===== src/rtl/spi_pkg.sv =====
// Shared types and constants for the SPI transfer controller slice.
package spi_pkg;

  localparam int SPI_BYTE_W = 8;

  typedef enum logic [1:0] {
    IDLE,
    WAIT_DONE,
    GAP
  } xfer_state_t;

endpackage


===== src/rtl/sync_fifo.sv =====
// Single-clock FIFO with wrap-bit pointers; head is presented combinationally.
module sync_fifo #(
  parameter int WIDTH = 8,
  parameter int DEPTH = 8
) (
  input  logic                     clk,
  input  logic                     rst_n,
  input  logic                     i_push,
  input  logic [WIDTH-1:0]         i_push_data,
  input  logic                     i_pop,
  output logic                     o_full,
  output logic                     o_empty,
  output logic [$clog2(DEPTH):0]   o_level,
  output logic [WIDTH-1:0]         o_head
);

  localparam int AW = $clog2(DEPTH);

  logic [WIDTH-1:0] r_mem [DEPTH];
  logic [AW:0]      r_wr_ptr;
  logic [AW:0]      r_rd_ptr;
  logic             w_do_push;
  logic             w_do_pop;

  assign o_empty = (r_wr_ptr == r_rd_ptr);
  assign o_full  = (r_wr_ptr[AW] != r_rd_ptr[AW]) &&
                   (r_wr_ptr[AW-1:0] == r_rd_ptr[AW-1:0]);
  assign o_level = r_wr_ptr - r_rd_ptr;

  // A push into a full FIFO is accepted only when the head leaves the same cycle.
  assign w_do_pop  = i_pop && !o_empty;
  assign w_do_push = i_push && (!o_full || w_do_pop);

  // Empty FIFO reads as zero so the head never exposes stale or unknown storage.
  assign o_head = o_empty ? '0 : r_mem[r_rd_ptr[AW-1:0]];

  // NOTE: non-blocking assignments in clocked blocks so every register samples pre-edge values.
  always_ff @(posedge clk or negedge rst_n) begin
    if (!rst_n) begin
      r_wr_ptr <= '0;
      r_rd_ptr <= '0;
    end else begin
      if (w_do_push) r_wr_ptr <= r_wr_ptr + 1'b1;
      if (w_do_pop)  r_rd_ptr <= r_rd_ptr + 1'b1;
    end
  end

  // NOTE: storage is not reset; the pointers alone define validity and o_head masks empty.
  always_ff @(posedge clk) begin
    if (w_do_push) r_mem[r_wr_ptr[AW-1:0]] <= i_push_data;
  end

endmodule


===== src/rtl/spi_xfer_ctrl.sv =====
// Feeds a byte-level SPI master from a TX FIFO and collects returned bytes in an RX FIFO.
module spi_xfer_ctrl
  import spi_pkg::*;
#(
  parameter int DEPTH          = 8,
  parameter int TIMEOUT_CYCLES = 1024
) (
  input  logic                    clk,
  input  logic                    rst_n,
  input  logic                    enable,
  input  logic                    rx_discard,
  input  logic                    err_clr,
  input  logic                    wr_valid,
  output logic                    wr_ready,
  input  logic [SPI_BYTE_W-1:0]   wr_data,
  output logic                    rd_valid,
  input  logic                    rd_ready,
  output logic [SPI_BYTE_W-1:0]   rd_data,
  output logic [$clog2(DEPTH):0]  tx_level,
  output logic [$clog2(DEPTH):0]  rx_level,
  output logic                    active,
  output logic                    err_timeout,
  output logic                    spi_start,
  output logic [SPI_BYTE_W-1:0]   spi_tx_data,
  input  logic                    spi_busy,
  input  logic                    spi_done,
  input  logic [SPI_BYTE_W-1:0]   spi_rx_data
);

  localparam int TW = $clog2(TIMEOUT_CYCLES);
  localparam logic [TW-1:0] TMO_LAST = TW'(TIMEOUT_CYCLES - 1);

  xfer_state_t           r_state;
  xfer_state_t           w_state_nxt;
  logic [TW-1:0]         r_tmo_cnt;
  logic                  r_spi_start;
  logic [SPI_BYTE_W-1:0] r_spi_tx_data;
  logic                  r_err_timeout;

  logic                  w_launch;
  logic                  w_rx_push;
  logic                  w_timeout;
  logic                  w_tx_full;
  logic                  w_tx_empty;
  logic                  w_rx_full;
  logic                  w_rx_empty;
  logic [SPI_BYTE_W-1:0] w_tx_head;

  assign wr_ready    = !w_tx_full;
  assign rd_valid    = !w_rx_empty;
  assign active      = (r_state != IDLE);
  assign err_timeout = r_err_timeout;
  assign spi_start   = r_spi_start;
  assign spi_tx_data = r_spi_tx_data;

  // Push is qualified by wr_ready so a full TX FIFO never takes a byte alongside a launch pop.
  sync_fifo #(.WIDTH(SPI_BYTE_W), .DEPTH(DEPTH)) u_tx_fifo (
    .clk         (clk),
    .rst_n       (rst_n),
    .i_push      (wr_valid && wr_ready),
    .i_push_data (wr_data),
    .i_pop       (w_launch),
    .o_full      (w_tx_full),
    .o_empty     (w_tx_empty),
    .o_level     (tx_level),
    .o_head      (w_tx_head)
  );

  sync_fifo #(.WIDTH(SPI_BYTE_W), .DEPTH(DEPTH)) u_rx_fifo (
    .clk         (clk),
    .rst_n       (rst_n),
    .i_push      (w_rx_push),
    .i_push_data (spi_rx_data),
    .i_pop       (rd_ready),
    .o_full      (w_rx_full),
    .o_empty     (w_rx_empty),
    .o_level     (rx_level),
    .o_head      (rd_data)
  );

  always_ff @(posedge clk or negedge rst_n) begin
    if (!rst_n) r_state <= IDLE;
    else        r_state <= w_state_nxt;
  end

  // NOTE: every output of this block is defaulted first, so no path can infer a latch.
  always_comb begin
    w_state_nxt = r_state;
    w_launch    = 1'b0;
    w_rx_push   = 1'b0;
    w_timeout   = 1'b0;
    unique case (r_state)
      IDLE: begin
        if (enable && !w_tx_empty && !spi_busy && (rx_discard || !w_rx_full)) begin
          w_launch    = 1'b1;
          w_state_nxt = WAIT_DONE;
        end
      end
      WAIT_DONE: begin
        if (spi_done) begin
          w_rx_push   = !rx_discard;
          w_state_nxt = GAP;
        end else if (r_tmo_cnt == TMO_LAST) begin
          w_timeout   = 1'b1;
          w_state_nxt = GAP;
        end
      end
      GAP:     w_state_nxt = IDLE;
      default: w_state_nxt = IDLE;
    endcase
  end

  // The launch edge zeroes the counter, so the timeout fires TIMEOUT_CYCLES edges after spi_start rises.
  always_ff @(posedge clk or negedge rst_n) begin
    if (!rst_n) begin
      r_tmo_cnt     <= '0;
      r_spi_start   <= 1'b0;
      r_spi_tx_data <= '0;
      r_err_timeout <= 1'b0;
    end else begin
      r_spi_start <= w_launch;
      if (w_launch) begin
        r_tmo_cnt     <= '0;
        r_spi_tx_data <= w_tx_head;
      end else if (r_state == WAIT_DONE) begin
        r_tmo_cnt <= r_tmo_cnt + 1'b1;
      end
      if (w_timeout)    r_err_timeout <= 1'b1;
      else if (err_clr) r_err_timeout <= 1'b0;
    end
  end

endmodule


===== config.mk =====
export PLATFORM = sky130hd
export DESIGN_NAME = spi_xfer_ctrl
export DESIGN_NICKNAME = d
export VERILOG_FILES = /design/src/rtl/spi_pkg.sv /design/src/rtl/sync_fifo.sv /design/src/rtl/spi_xfer_ctrl.sv
export SDC_FILE = /design/constraint.sdc
export NUM_CORES = 1
export LEC_CHECK = 0
export CORE_MARGIN = 4
export CORE_UTILIZATION = 42
export DETAILED_ROUTE_END_ITERATION = 8
export DONT_BUFFER_PORTS = 1
export GPL_ROUTABILITY_DRIVEN = 0
export PLACE_DENSITY = 0.56
export SLEW_MARGIN = 10
export SYNTH_ARGS = -nofsm -noshare
export SYNTH_HDL_FRONTEND = slang
export SYNTH_SLANG_ARGS = --single-unit

===== constraint.sdc =====
create_clock -name clk -period 6.9 [get_ports clk]
set_clock_uncertainty 0.2 [all_clocks]
set_input_delay 0.69 -clock clk [delete_from_list [all_inputs] [get_ports clk]]
set_output_delay 0.69 -clock clk [all_outputs]
set_load 0.01 [all_outputs]

==> results.py <==
metrics = {
    "status": {
        "status": "complete, no violations",
    },
    "synth": {
        "synth-edff-count": 128,
        "ys_warn_count": 0,
        "yosysMostFrequentCell": "edfxtp_1",
        "ys_top_cells_by_area": "edfxtp_1, dfrtp_1, mux4_2, nand2_1, ha_1",
        "syn_inst": 431,
        "synth_common_cells": "edfxtp_1, nand2_1, dfrtp_1",
        "synth.net_count": 469,
        "synth_seq_cells": 166,
        "netlist_area_um2": 6970,
        "avgSynthCellArea_um2": 16.2,
        "synth_seq_area_share_pct": 68.8,
        "ys_dominant_reg_cell": "edfxtp_1",
        "synth-async-reset-ratio_pct": 22.9,
        "netlist.top_cell.by_area": "edfxtp_1",
        "synth.distinct_cells": 48,
        "yosys.area.top_type_share_pct": 55.2,
    },
    "cells_and_area": {
        "design_area_um2": 7770,
        "syn_to_final_growth_pct": 11.5,
        "antenna_cells": 0,
        "nets": 480,
        "final_cells": 671,
        "drive_gt1_share_pct": 19.3,
    },
    "cts": {
        "clk_latency_ns": 0.42,
        "cts.htree.levels": 4,
        "cts-root-buf": "clkbuf_16",
        "ctsHoldBuffers": 2,
        "numCtsBuffers": 17,
        "numClockSinks": 166,
        "cts_setup_buffers": 0,
        "cts-resized-gates": 0,
        "tritoncts": "done",
        "clkSlewWorstSetupHoldPaths_ns": 0.07,
        "cts.path.max_buffers": 2,
    },
    "grt": {
        "grt_pass1_vias": 3698,
        "grt_first_pass_wirelength_um": 20300,
        "grt_overflow": 0,
        "grt_max_degree": 39,
        "grtUsageMet3_pct": 4.34,
        "grt_use_met1_pct": 19.5,
        "antenna_found_initial": 0,
        "use_met2_pct": 23.5,
        "grt_busiest_layer": "met2",
        "grt.total_usage_pct": 14.7,
    },
    "setup_path": {
        "critPathBufInv": 1,
        "r2r_cells": 6,
        "critical-path-top-delay-family": "simple AND/OR/NAND/NOR gates",
        "worst-path-stages": 6,
        "cp_max_fo": 20,
        "arrival_ns": 3.36,
        "critical_path.cell_chain": "inv_1 -> ha_1 -> nand3_1 -> o31ai_1 -> nand2b_1 -> nor3_1",
        "endpoint_kind": "register",
        "critPathRequiredTime_ns": 6.74,
        "worstSetupPathType": "reg2reg",
        "reg2reg_slack_ns": 3.38,
        "crit_path_end": "u_rx_fifo.r_mem[0][3]",
        "crit_slowest_cell": "dfrtp_1",
        "start_kind": "register",
        "reg2reg_to": "u_rx_fifo.r_mem[0][3]",
        "reg2reg_from": "u_rx_fifo.r_rd_ptr[1]",
        "slowest_delay_ns": 0.90,
        "crit_start": "u_rx_fifo.r_rd_ptr[1]",
    },
    "drt": {
        "vias_per_cell": 5.15,
        "drc": 0,
        "wl_um": 12600,
        "wire_per_inst_um": 18.8,
        "ant_nets": 0,
        "via_count": 3457,
        "drtPass1Iterations": 4,
        "drtIter0Drc": 245,
    },
    "sta": {
        "timing.fmax_ghz": 0.284,
        "setup_viol": 0,
        "finalSetupTns_ns": 0,
        "slew_viol_final": 0,
        "worst_slew_pin_slew_ns": 1.21,
        "slew_headroom_pct": 19.0,
        "rsz0062_at_grt": "false",
        "final-hold-violation-count": 0,
        "finalCritPeriodShare_pct": 51.0,
        "fin_crit_ns": 3.52,
    },
    "pwr": {
        "clockPowerShare_pct": 26.5,
        "p_int_w": 0.00218,
        "pwr-share-comb_pct": 30.2,
        "power.net_switching_w": 0.00116,
        "seqPwrFrac_pct": 43.3,
        "switching_share_pct": 34.7,
        "leakage_nw": 2.76,
        "p_per_area_nw_per_um2": 429,
        "vdd_drop_max_uv": 232,
    },
    "worst_hold_path": {
        "min_path_type": "in2reg",
    },
    "floorplanning": {
        "io_pins": 54,
        "design.core.area_um2": 16100,
        "dieArea_um2": 18700,
        "die_h_um": 137,
        "rows": 46,
        "start_util_pct": 43.4,
        "die_w_um": 137,
    },
    "placed_design": {
        "place_hpwl_um": 8730,
        "placed_cells": 637,
        "dpl-instance-area_um2": 7180,
        "portBuffers": 0,
    },
    "flow_run": {
        "drv_cap": 0,
    },
}
[layout by cell type, fill, tap and decap left out, types with 7 or more instances in the layout]
cell type / instances
dfrtp_1: 38
a21oi_1: 10
nand3_1: 12
clkbuf_16: 17
xor2_1: 7
mux4_2: 32
o21ai_0: 8
nor2_1: 20
nand2_1: 57
edfxtp_1: 128
inv_1: 20
ha_1: 11
xnor2_1: 10
[worst min-delay path by stage]
| stage | from | endpoint | slack, ns | depth (start not counted) |
|---|---|---|---|---|
| 2_1_floorplan | rst_n | err_timeout | 0.19 | 0 |
| 5_1_grt | spi_rx_data[1] | u_rx_fifo.r_mem[7][1] | 0.13 | 0 |
| 3_5_place_dp | rst_n | u_tx_fifo.r_wr_ptr[2] | 0.20 | 0 |
| 4_1_cts | spi_rx_data[5] | u_rx_fifo.r_mem[7][5] | 0.14 | 0 |
| 6_report | spi_rx_data[5] | u_rx_fifo.r_mem[7][5] | 0.16 | 0 |
| 3_3_place_gp | rst_n | u_tx_fifo.r_wr_ptr[1] | 0.20 | 0 |
[state kept, by name, indices dropped and copies added, names as in the netlist]
name                count
u_tx_fifo.r_rd_ptr      4
spi_tx_data             8
err_timeout             1
u_tx_fifo.r_mem        64
r_tmo_cnt              10
u_rx_fifo.r_rd_ptr      4
spi_start               1
u_rx_fifo.r_wr_ptr      4
r_state                 2
u_rx_fifo.r_mem        64
u_tx_fifo.r_wr_ptr      4
[per-stage QoR]
step	utilization, %	hold slack (ns)	setup slack, ns	total power [W]
floorplan	-	0.194	3.82	0.00226
global placement	44.7	0.195	3.42	0.00246
detailed placement	44.7	0.196	3.27	0.00249
CTS	48.4	0.136	3.32	0.00339
global route	48.4	0.130	2.98	0.00356
finish	48.4	0.158	3.38	0.00333
[layout make-up]
| class | instances | area (µm²) |
|---|---|---|
| clock inverters | 15 | 135 |
| fillers | 1325 | 8290 |
| flip-flops and latches | 166 | 4790 |
| well taps | 216 | 270 |
| inverters | 23 | 86.3 |
| repair buffers | 5 | 52.6 |
| clock buffers | 17 | 425 |
| multi-input cells | 229 | 2000 |
[cell families after synthesis]
family                     after synthesis  share of synthesized area [%]
xor gates and xnor gates                18                           2.37
adders and majority gates               13                           2.55
AOI/OAI and AO/OA                       35                           3.20
buffers and inverters                   36                           2.39
and+or+nand+nor                        119                           8.07
muxes                                   44                           12.6
DFF                                    166                           68.8
[power groups by stage]
stage                     logic (W)  registers [W]  clock network [W]
after floorplan            0.000889        0.00137                  0
after global placement      0.00100        0.00146                  0
after detailed placement    0.00103        0.00147                  0
after CTS                   0.00104        0.00145           0.000905
after global routing        0.00113        0.00147           0.000953
final                       0.00101        0.00144           0.000883
[worst register-to-register path, cell delays in order, from the launching register on]
cell and delay (ns):
dfrtp_1 0.90, inv_1 0.20, ha_1 0.36, nand3_1 0.25, o31ai_1 0.17, nand2b_1 0.26, nor3_1 0.81
[routing by layer]
metal | share of wire (%) | wire (µm) | vias to the layer above
li1 | - | - | 1644
met1 | 45 | 5680 | 1753
met2 | 50 | 6270 | 48
met3 | 4.3 | 542 | 12
met4 | 1.0 | 128 | 0
met5 | 0 | 0 | -
Power figures use the tool's default switching activity.
